`src/rtl/cdc_handshake_tx_pkg.sv`:
```
// Shared types for the source side of the toggle request/acknowledge crossing.
package cdc_handshake_tx_pkg;

    typedef enum logic [1:0] {
        ST_IDLE = 2'd0,
        ST_WAIT = 2'd1,
        ST_ERR  = 2'd2
    } tx_state_t;

endpackage

```
`src/rtl/cdc_handshake_tx_if.sv`:
```
// Word-transfer port: upstream valid/ready side plus the crossing data/req/ack lines.
interface cdc_handshake_tx_if #(
    parameter int DW = 16
);
    logic [DW-1:0] in_data;
    logic          in_valid;
    logic          in_ready;
    logic [DW-1:0] xfer_data;
    logic          xfer_req;
    logic          xfer_ack;

    modport slave (
        input  in_data, in_valid, xfer_ack,
        output in_ready, xfer_data, xfer_req
    );

    modport master (
        output in_data, in_valid, xfer_ack,
        input  in_ready, xfer_data, xfer_req
    );
endinterface

```
`src/rtl/cdc_sync_bit.sv`:
```
// Single-bit multi-flop synchronizer; plain flop chain so it can be shared with the receive side.
module cdc_sync_bit #(
    parameter int STAGES = 2
) (
    input  logic clk,
    input  logic rst_n,
    input  logic d,
    output logic q
);
    (* ASYNC_REG = "TRUE" *) logic [STAGES-1:0] sync_q;

    always_ff @(posedge clk or negedge rst_n) begin
        if (!rst_n) begin
            sync_q <= '0;
        end else begin
            sync_q <= {sync_q[STAGES-2:0], d};
        end
    end

    assign q = sync_q[STAGES-1];
endmodule

```
`src/rtl/cdc_handshake_tx.sv`:
```
// Source-domain end of a two-phase request/acknowledge crossing with ack timeout and transfer count.
//   state   | meaning
//   ST_IDLE | phases match; accept a word when in_valid
//   ST_WAIT | request toggled, waiting for synchronised ack toggle
//   ST_ERR  | ack timed out; err held until err_clr with phases matching
module cdc_handshake_tx
    import cdc_handshake_tx_pkg::*;
#(
    parameter int DW          = 16,
    parameter int SYNC_STAGES = 2,
    parameter int TIMEOUT     = 0,
    parameter int TW          = 16,
    parameter int CW          = 16
) (
    input  logic          clk,
    input  logic          rst_n,
    cdc_handshake_tx_if.slave bus,
    output logic          busy,
    output logic          err,
    input  logic          err_clr,
    output logic [CW-1:0] xfer_count
);
    localparam logic [TW-1:0] TMO_LAST = TW'((TIMEOUT > 0) ? (TIMEOUT - 1) : 0);
    localparam bit            TMO_EN   = (TIMEOUT != 0);

    tx_state_t     state_q, state_d;
    logic [DW-1:0] data_q;
    logic          req_q;
    logic          err_q;
    logic [CW-1:0] count_q;
    logic [TW-1:0] tmo_q;
    logic          ack_s;
    logic          phase_ok;
    logic          in_ready_c;
    logic          accept, complete, fire, clear_err;

    cdc_sync_bit #(.STAGES(SYNC_STAGES)) u_ack_sync (
        .clk   (clk),
        .rst_n (rst_n),
        .d     (bus.xfer_ack),
        .q     (ack_s)
    );

    assign phase_ok = (ack_s == req_q);

    always_comb begin
        state_d    = state_q;
        in_ready_c = 1'b0;
        accept     = 1'b0;
        complete   = 1'b0;
        fire       = 1'b0;
        clear_err  = 1'b0;
        case (state_q)
            ST_IDLE: begin
                in_ready_c = phase_ok;
                if (bus.in_valid && phase_ok) begin
                    accept  = 1'b1;
                    state_d = ST_WAIT;
                end
            end
            ST_WAIT: begin
                // A matching ack wins over a timeout firing on the same cycle.
                if (phase_ok) begin
                    complete = 1'b1;
                    state_d  = ST_IDLE;
                end else if (TMO_EN && (tmo_q == TMO_LAST)) begin
                    fire    = 1'b1;
                    state_d = ST_ERR;
                end
            end
            ST_ERR: begin
                if (err_clr && phase_ok) begin
                    clear_err = 1'b1;
                    state_d   = ST_IDLE;
                end
            end
            default: state_d = ST_IDLE;
        endcase
    end

    always_ff @(posedge clk or negedge rst_n) begin
        if (!rst_n) begin
            state_q <= ST_IDLE;
            data_q  <= '0;
            req_q   <= 1'b0;
            err_q   <= 1'b0;
            count_q <= '0;
            tmo_q   <= '0;
        end else begin
            state_q <= state_d;
            if (accept) begin
                data_q <= bus.in_data;
                req_q  <= ~req_q;
            end
            if (fire) begin
                err_q <= 1'b1;
            end else if (clear_err) begin
                err_q <= 1'b0;
            end
            if (complete) begin
                count_q <= count_q + CW'(1);
            end
            if (accept) begin
                tmo_q <= '0;
            end else if (TMO_EN && (state_q == ST_WAIT) && !phase_ok) begin
                tmo_q <= tmo_q + TW'(1);
            end
        end
    end

    assign bus.in_ready  = in_ready_c;
    assign bus.xfer_data = data_q;
    assign bus.xfer_req  = req_q;
    assign busy          = !phase_ok;
    assign err           = err_q;
    assign xfer_count    = count_q;
endmodule
```
`src/flat_wrapper.sv`:
```
// flat-port wrapper written by rule: the top's interface ports become plain ports
module cdc_handshake_tx_flat import cdc_handshake_tx_pkg::*;
#(
    parameter int DW          = 16,
    parameter int SYNC_STAGES = 2,
    parameter int TIMEOUT     = 0,
    parameter int TW          = 16,
    parameter int CW          = 16
)
  (clk, rst_n, busy, err, err_clr, xfer_count, bus_in_data, bus_in_valid, bus_xfer_ack, bus_in_ready, bus_xfer_data, bus_xfer_req);
  cdc_handshake_tx_if #(.DW(DW)) bus_i ();
  input  logic clk;
  input  logic rst_n;
  output logic busy;
  output logic err;
  input  logic err_clr;
  output logic [CW-1:0] xfer_count;
  input wire logic [$bits(bus_i.in_data)-1:0] bus_in_data;
  input wire logic [$bits(bus_i.in_valid)-1:0] bus_in_valid;
  input wire logic [$bits(bus_i.xfer_ack)-1:0] bus_xfer_ack;
  output wire logic [$bits(bus_i.in_ready)-1:0] bus_in_ready;
  output wire logic [$bits(bus_i.xfer_data)-1:0] bus_xfer_data;
  output wire logic [$bits(bus_i.xfer_req)-1:0] bus_xfer_req;
  assign bus_i.in_data = bus_in_data;
  assign bus_i.in_valid = bus_in_valid;
  assign bus_i.xfer_ack = bus_xfer_ack;
  assign bus_in_ready = bus_i.in_ready;
  assign bus_xfer_data = bus_i.xfer_data;
  assign bus_xfer_req = bus_i.xfer_req;
  cdc_handshake_tx #(.DW(DW), .SYNC_STAGES(SYNC_STAGES), .TIMEOUT(TIMEOUT), .TW(TW), .CW(CW)) u_core (.clk(clk), .rst_n(rst_n), .bus(bus_i), .busy(busy), .err(err), .err_clr(err_clr), .xfer_count(xfer_count));
endmodule
```
`config.mk`:
```
export PLATFORM = sky130hd
export DESIGN_NAME = cdc_handshake_tx_flat
export DESIGN_NICKNAME = d
export VERILOG_FILES = /design/src/rtl/cdc_handshake_tx_pkg.sv /design/src/rtl/cdc_handshake_tx_if.sv /design/src/rtl/cdc_sync_bit.sv /design/src/rtl/cdc_handshake_tx.sv /design/src/flat_wrapper.sv
export SDC_FILE = /design/constraint.sdc
export NUM_CORES = 1
export LEC_CHECK = 0
export CAP_MARGIN = 25
export CORE_UTILIZATION = 43
export DETAILED_ROUTE_END_ITERATION = 12
export GPL_TIMING_DRIVEN = 0
export PLACE_DENSITY = 0.88
export SYNTH_ARGS = -nofsm -noshare
export SYNTH_HDL_FRONTEND = slang
export SYNTH_HIERARCHICAL = 1
export SYNTH_SLANG_ARGS = --single-unit
```
`constraint.sdc`:
```
create_clock -name clk -period 1.8 [get_ports clk]
set_input_delay 0.18 -clock clk [delete_from_list [all_inputs] [get_ports clk]]
set_output_delay 0.18 -clock clk [all_outputs]
set_load 0.02 [all_outputs]
```
Word-level counts from Yosys, hierarchy flattened
Index checks and enable logic that the tools add are counted.
Widths: inputs -> output; s select.
Word-level totals
  word-level logic and storage cells: 27
  output and inout port bits: 36
  bits in registers: 37
  input bits: 21
Operators by class
  mux-type cells: 9
  equality and inequality tests: 6
  bitwise logic cells: 1
  $add $sub $neg: 1
  reductions and logical operators: 5
Operators by type and width (count)
  $add 16x1->16 const B: 1
  $mux 2: 3
  $ne 2x1->1 const B: 3
  $pmux 2 s3: 1
  $mux 1: 5
  $reduce_and 3->1: 1
  $eq 2x1->1 const B: 1
  $eq 2x2->1 const B: 1
  $logic_and 1x1->1: 2
  $logic_not 2->1: 1
  $eq 1x1->1: 1
  $logic_not 1->1: 1
  $not 1->1: 1

Longest topological paths before layout
Gate-level depths: netlist of the first run.
  depth after elaboration: 4
  mapped depth: 6

By module
Netlist of the first run, hierarchy kept.
By module, submodules not included
  cdc_handshake_tx: area each 1440.1 µm², instances 1, cells each 104
  cdc_sync_bit: area each 50.0 µm², instances 1, cells each 2

Least setup slack after synthesis of the first run
No wires, ideal clock.
  path kind: register to register
  start point: register u_core.req_q, in the netlist u_core/bus.xfer_req
  end point: register u_core.data_q[10], in the netlist u_core/bus.xfer_data[10]
  library setup time: 0.125 ns
  period minus slack after synthesis: 2.015 ns
  cell stages (with the launch flop): 7
  required time: 1.675 ns
  arrival time: 1.889 ns
  slack: -0.215 ns
  path through: dfrtp_1 xor2_2 nor2_2 and2_4 buf_6 buf_6 mux2_4
On the way
  word-level cells in the longest chain between the ends: 4
Ends and longest elaborated chain
  start, declared: line cdc_handshake_tx.sv:28  | logic req_q;
  start signal, assigned: line cdc_handshake_tx.sv:93  | req_q <= ~req_q;
  $eq 1x1->1: line cdc_handshake_tx.sv:44  | assign phase_ok = (ack_s == req_q);
  $logic_and 1x1->1: line cdc_handshake_tx.sv:56  | if (bus.in_valid && phase_ok) begin
  $mux 1: line cdc_handshake_tx.sv:56
  $mux 1: line cdc_handshake_tx.sv:53  | case (state_q)
  end signal, assigned: line cdc_handshake_tx.sv:92  | data_q <= bus.in_data;
  end, declared: line cdc_handshake_tx.sv:27  | logic [DW-1:0] data_q;
Every way passes these cells.
A chain may end at the register's enable or synchronous reset.

Worst setup path after layout of the first run
  start point: register u_core.req_q, in the netlist u_core/bus.xfer_req
  end point: register u_core.data_q[14], in the netlist u_core/bus.xfer_data[14]
Same word-level chain as after synthesis.

==> out/results.tsv, run 1 <==
metric	value	unit
run status	finished, final reports clean	
worst path required time	2.01	ns
highest net fanout along the worst path	10	
post-synthesis instance area	1490	um2
antenna cell count	0	
Static Leak	0.934	nW
kind of launch point of the worst setup path	flop	
synthesized netlist cell count	106	
TritonCTS clock tree	done	
via-per-instance ratio	4.86	
peak supply drop	0.980	mV
post-synthesis xor/xnor area fraction	10.5	%
Async SR Flop Fraction	100	%
most frequently used cell type in the post-synthesis netlist	sky130_fd_sc_hd__dfrtp_1	
transition time at the pin with the least slew margin	0.774	ns
clock slew at the register clock pins of the worst setup and hold paths	0.11	ns
uppermost metal layer occupied by signal nets	met4	
post-detailed-route wirelength per cell	14.5	um
internal power summed over all cells	0.00207	W
post-detailed-placement half-perimeter wirelength	2.25	mm
relative slew slack	48.4	%
Fin Setup TNS	0	ns
part of the power in combinational logic	47.8	%
sw frac	36.6	%
Yosys top cell area share	60.5	%
1st-pass router iterations	4	
Finished Layout Cells	215	
worst path cell trace	xor2_4 -> nor2_4 -> and2_4 -> buf_6 -> buf_6 -> mux2_4	
clock tree root driver cell	sky130_fd_sc_hd__clkbuf_4	
final estimated routing congestion in global placement	0.861	
master of the slowest instance on the critical path	sky130_fd_sc_hd__dfrtp_2	
Residual DRC	0	
Final min period	1.71	ns
area fraction in compound gates after synthesis	0.504	%
final setup slack of the worst path	0.0868	ns
library cell occupying the most area in the post-synthesis netlist	sky130_fd_sc_hd__dfrtp_1	
Avg Cell Area, Syn	14.1	um2
wl on met1	1.32	mm
area share of and/or/nand/nor cells after synthesis	10.3	%
fraction of the mapped netlist area in adder cells	0.840	%
die area	3710	um2
number of enable flip-flop cells after synthesis	0	
antenna violations before repair	0	
Die X	60.9	um
arrival time of data at the critical path endpoint	1.93	ns
unrepaired setup endpoints after global routing	false	
final setup violation count	0	
number of cells after detailed placement	206	
number of clock buffers inserted by TritonCTS	5	
Initial Util	44.7	%
Syn Nets	128	
overall fraction of global-route tracks in use	18.2	%
number of vias in the routed layout	1044	
Hold Path Class	primary input to flop	
total power divided by cell area	1510	nW/um2
most instantiated cells after synthesis	36 x sky130_fd_sc_hd__dfrtp_1, 9 x sky130_fd_sc_hd__mux2_2, 9 x sky130_fd_sc_hd__xnor2_1, 8 x sky130_fd_sc_hd__mux2_4, 7 x sky130_fd_sc_hd__xor2_1	
most used cell, CP	sky130_fd_sc_hd__buf_6	
height of the die	60.9	um
final net count	190	
Design Power	0.00326	W
number of filler instances in the final layout	278	
Seq/Total Area, Yosys	60.5	%
final number of hold-violating endpoints	0	
combinational family with the most area after synthesis	multiplexers	
count of distinct cell types in the synthesized netlist	23	
Max-cap violations	0	
layout cell share with drive strength beyond 1	19.5	%
Setup CP Type	flop to flop	
tightest hold margin	0.286	ns
#FFs+latches synth	36	
core region area	3340	um2
Ports	57	
Final ANT Viol Nets	0	
largest net degree at the start of global routing	37	
synthesis warning total	6	
final number of max-transition violations	0	
clock latency at the later pin of the worst-skew pair	0.33	ns
most used flip-flop cell after synthesis	sky130_fd_sc_hd__dfrtp_1	
post-CTS setup repair buffer count	0	
# port buffers	54	
power share of the sequential group	39.7	%
Clock Sinks	36	
most area-consuming cells after synthesis	sky130_fd_sc_hd__dfrtp_1 60%, sky130_fd_sc_hd__mux2_4 8.1%, sky130_fd_sc_hd__mux2_2 6.8%	
ratio of final minimum period to clock period	95.2	%
area added between synthesis and finish	45.5	%
total congestion overflow	0	
WL met2	1.55	mm
mux cell area share after synthesis	14.9	%
slowest stage delay, CP	0.47	ns
worst slack after detailed placement	0.0660	ns
share of total power in the clock network	12.4	%
Clock Tree Buf Depth	2	
drt total wl	3.11	mm
timing-limited maximum frequency	0.584	GHz
number of global-route vias before repair	1049	
Switching Power	0.00119	W
category of the worst setup path capture point	flop	
number of placement rows	21	
CTS HTree Levels	2	
worst clock skew on the final layout	0.0138	ns
global-route wire length before repair	4.74	mm
met3 routed WL	152	um
detailed router's first-iteration violation count	47	
layout by cell type, fill, tap and decap left out, types with 2 or more instances in the layout:
master / count
sky130_fd_sc_hd__mux2_4: 8
sky130_fd_sc_hd__clkbuf_4: 5
sky130_fd_sc_hd__clkbuf_1: 2
sky130_fd_sc_hd__nor3_1: 2
sky130_fd_sc_hd__dfrtp_1: 35
sky130_fd_sc_hd__xnor2_1: 9
sky130_fd_sc_hd__nand2_1: 6
sky130_fd_sc_hd__nor2_1: 4
sky130_fd_sc_hd__nand3_1: 5
sky130_fd_sc_hd__buf_6: 2
sky130_fd_sc_hd__mux2_2: 9
sky130_fd_sc_hd__clkdlybuf4s50_1: 51
sky130_fd_sc_hd__dlygate4sd2_1: 2
sky130_fd_sc_hd__nand4_1: 5
sky130_fd_sc_hd__xor2_1: 7
layer usage:
metal  vias up  GRT usage (%)
li1        487              -
met1       520           21.6
met2        29           30.0
met3         8           6.40
met4         0           8.12
met5         -              0
cell families (layout without fill, tap and decap cells):
family	Yosys count	in the layout
simple gates	29	29
other cells	1	1
compound gates	1	1
fa+ha+maj	1	1
xor+xnor	17	17
mux	17	17
flops	36	36
buf+inv	4	67
metrics by stage:
stage / instance area [um2] / util (%)
floorplan: 1510 / -
global placement: 2110 / 63.1
detailed placement: 2100 / 63.0
CTS: 2160 / 64.7
global route: 2170 / 65.0
finish: 2170 / 65.0
state kept, by name, summed over array words and instances, names as in the netlist:
signal	flops
u_core/u_ack_sync/sync_q	2
u_core/state_q	1
u_core/bus.xfer_data	16
u_core/bus.xfer_req	1
u_core/xfer_count	16
worst max-delay path, delay by kind of cell, from the launching register on:
kind,cells,cell delay (ns)
simple gates,2,0.20
mux,1,0.30
xor+xnor,1,0.32
buf+inv,2,0.29
flops,1,0.47
final timing paths:
path / slack (ns) / to / startpoint / cells after the start
setup reg to reg: 0.09 / u_core/bus.xfer_data[14] / u_core/bus.xfer_req / 6
hold reg to reg: 0.36 / u_core/u_ack_sync/sync_q[1] / u_core/u_ack_sync/sync_q[0] / 0
min in group asynchronous: 0.45 / u_core/bus.xfer_data[0] / rst_n / 2
max in group asynchronous: 0.82 / u_core/bus.xfer_req / rst_n / 2
hold / removal: 0.29 / u_core/u_ack_sync/sync_q[0] / bus_xfer_ack / 1
setup / recovery: 0.09 / u_core/bus.xfer_data[14] / u_core/bus.xfer_req / 6
power groups by stage:
stage / Clock [W] / Sequential, W / Combinational (W)
5_1_grt: 0.000454 / 0.00133 / 0.00165
4_1_cts: 0.000421 / 0.00130 / 0.00157
2_1_floorplan: 0 / 0.00159 / 0.000578
6_report: 0.000406 / 0.00130 / 0.00156
3_5_place_dp: 0 / 0.00131 / 0.00158
3_3_place_gp: 0 / 0.00129 / 0.00154
cell type report:
cell class	instances	area, um2	area share, %
tap	46	57.6	2.65
clock inverter	1	5.00	0.231
sequential	36	902	41.6
timing repair buffer	55	543	25.0
buffer	3	30.0	1.38
inverter	1	3.75	0.173
clock buffer	7	45.0	2.08
multi-input combinational	66	582	26.8
what timing repair did:
action	4_1_cts	5_1_grt
cloned	0	0
endpoints found under the hold margin	36	0
hold buffers	1	0
endpoints found under the setup margin	2	3
gates resized for setup	2	2
Power figures use the tool's default switching activity.
==> run 2: changes to the inputs <==
--- a/config.mk
+++ b/config.mk
@@ -6,7 +6,9 @@
 export NUM_CORES = 1
 export LEC_CHECK = 0
 export CAP_MARGIN = 25
+export CORE_MARGIN = 2
 export CORE_UTILIZATION = 43
+export CTS_CLUSTER_SIZE = 25
 export DETAILED_ROUTE_END_ITERATION = 12
 export GPL_TIMING_DRIVEN = 0
 export PLACE_DENSITY = 0.88
==> out/results.tsv, run 2 (synthesized netlist as in run 1, its figures left out) <==
metric	value	unit	change
run status	finished, final reports clean		
drt total wl	3.08	mm	-1.0%
Max-cap violations	0		unchanged
clock slew at the register clock pins of the worst setup and hold paths	0.10	ns	about the same
number of cells after detailed placement	206		unchanged
top library cells by usage in the layout, fill and taps aside	51 x sky130_fd_sc_hd__clkdlybuf4s50_1, 35 x sky130_fd_sc_hd__dfrtp_1, 9 x sky130_fd_sc_hd__xnor2_1, 9 x sky130_fd_sc_hd__mux2_2, 8 x sky130_fd_sc_hd__mux2_4		
peak supply drop	0.898	mV	-8.4%
highest net fanout along the worst path	10		unchanged
clock tree root driver cell	sky130_fd_sc_hd__clkbuf_4		
final net count	190		unchanged
relative slew slack	48.4	%	about the same
number of placement rows	21		unchanged
overall fraction of global-route tracks in use	17.4	%	-0.84 points
detailed router's first-iteration violation count	39		-17%
category of the worst setup path capture point	flop		
kind of launch point of the worst setup path	flop		
number of filler instances in the final layout	262		-5.8%
number of global-route vias before repair	1101		+5.0%
worst clock skew on the final layout	0.00813	ns	-0.00566 ns
global-route wire length before repair	5.26	mm	+11%
clock latency at the later pin of the worst-skew pair	0.34	ns	about the same
Crit path max-delay family	flip-flops		
timing-limited maximum frequency	0.588	GHz	+0.68%
most used cell, CP	sky130_fd_sc_hd__buf_6		
Initial Util	44.7	%	unchanged
Hold Path Class	primary input to flop		
ratio of final minimum period to clock period	94.5	%	-0.64 points
worst path cell trace	xor2_4 -> nor2_4 -> and2_4 -> buf_6 -> buf_6 -> mux2_4		
Setup CP Type	flop to flop		
height of the die	62.9	um	+3.3%
antenna violations before repair	0		unchanged
antenna cell count	0		unchanged
slowest stage delay, CP	0.44	ns	-0.03 ns
Fin Setup TNS	0	ns	unchanged
Clock Sinks	36		unchanged
Ports	57		unchanged
worst path required time	2.03	ns	+0.02 ns
final number of hold-violating endpoints	0		unchanged
# port buffers	54		unchanged
area added between synthesis and finish	47.4	%	
Residual DRC	0		unchanged
Final ANT Viol Nets	0		unchanged
source of the worst hold timing path	bus_xfer_ack		
via-per-instance ratio	4.86		about the same
unrepaired setup endpoints after global routing	true		
number of clock buffers inserted by TritonCTS	5		unchanged
r2r startpoint	u_core/u_ack_sync/sync_q[1]		
1st-pass router iterations	4		unchanged
buffering stage count on the worst path with inverters included	2		unchanged
instance area at placement	2100	um2	unchanged
final estimated routing congestion in global placement	0.767		-11%
largest net degree at the start of global routing	37		unchanged
layout cell share with drive strength beyond 1	20.1	%	+0.59 points
source of the critical timing path	u_core/u_ack_sync/sync_q[1]		
post-detailed-route wirelength per cell	14.3	um	-1.0%
Clock Tree Buf Depth	2		unchanged
transition time at the pin with the least slew margin	0.773	ns	-0.000564 ns
arrival time of data at the critical path endpoint	1.94	ns	about the same
total power divided by cell area	1560	nW/um2	+3.4%
Die X	62.9	um	+3.3%
Finished Layout Cells	215		unchanged
master of the slowest instance on the critical path	sky130_fd_sc_hd__dfrtp_1		
number of vias in the routed layout	1045		+0.096%
post-detailed-placement half-perimeter wirelength	2.26	mm	+0.32%
final setup violation count	0		unchanged
final number of max-transition violations	0		unchanged
CTS HTree Levels	2		unchanged
most common cell after layout, fill and taps aside	sky130_fd_sc_hd__clkdlybuf4s50_1		
post-CTS setup repair buffer count	0		unchanged
core region area	3340	um2	unchanged
Static Leak	0.947	nW	+1.3%
Final min period	1.70	ns	-0.0116 ns
TritonCTS clock tree	done		
total non-filler cell area in the finished layout	2200	um2	+1.3%
total congestion overflow	0		unchanged
die area	3950	um2	+6.7%
-- run 2: changes by cell type in the layout (fill, tap and decap cells not counted), sizes merged --
cell,before,now
clkdlybuf4s15,0,1
dlygate4sd2,2,1
clkbuf,7,6
bufinv,0,1
-- run 2: per-stage QoR --
step                      util, %  total power, W  hold WS [ns]  worst slack [ns]
after global placement       63.1         0.00283         0.333            -0.202
final                        65.8         0.00342         0.274            0.0984
after global routing         65.8         0.00360         0.250          -0.00517
after detailed placement     63.0         0.00290         0.307            0.0433
after floorplan                 -         0.00216        -0.116            0.0272
after CTS                    65.5         0.00345         0.258            0.0282
-- run 2: final timing paths --
| path | endpoint | slack, ns | cells past startpoint |
|---|---|---|---|
| max reg2reg | u_core/bus.xfer_data[10] | 0.1 | 6 |
| min reg2reg | u_core/u_ack_sync/sync_q[1] | 0.36 | 0 |
| max | u_core/bus.xfer_data[10] | 0.1 | 6 |
| min in group asynchronous | u_core/bus.xfer_data[3] | 0.44 | 2 |
| min | u_core/u_ack_sync/sync_q[0] | 0.27 | 1 |
| max in group asynchronous | u_core/bus.xfer_req | 0.82 | 2 |
-- run 2: metal layers --
metal  vias to the layer above  GRT usage [%]  wire length (um)
li1                        486              -                 -
met1                       517           21.3              1290
met2                        36           28.2              1600
met3                         6           4.50               133
met4                         0           9.17                56
met5                         -              0                 0
-- run 2: layout make-up --
type                       instances  area (um2)  share of cell area, %
multi-input combinational         66         582                   26.5
clock inverter                     2        35.0                   1.60
inverter                           1        3.75                  0.171
sequential                        36         902                   41.1
tap                               46        57.6                   2.62
timing repair buffer              55         544                   24.8
clock buffer                       6        41.3                   1.88
buffer                             3        30.0                   1.37
-- run 2: where the power goes --
part	internal (W)	switching (W)	leakage, nW
clock	0.000291	0.000262	0.0422
sequential	0.00107	0.000229	0.451
combinational	0.000848	0.000718	0.453
total	0.00221	0.00121	0.947
-- run 2: timing repair --
item	in CTS	in global routing
setup endpoints to repair	2	5
gates resized for setup	2	3
endpoints found under the hold margin	36	0
hold buffers	1	0
-- run 2: worst register-to-register path: cells and delay by family, from the launching register on --
kind,cells,cell delay [ns]
xor gates and xnor gates,1,0.36
and+or+nand+nor,2,0.21
muxes,1,0.31
buffers and inverters,2,0.28
DFF,1,0.44
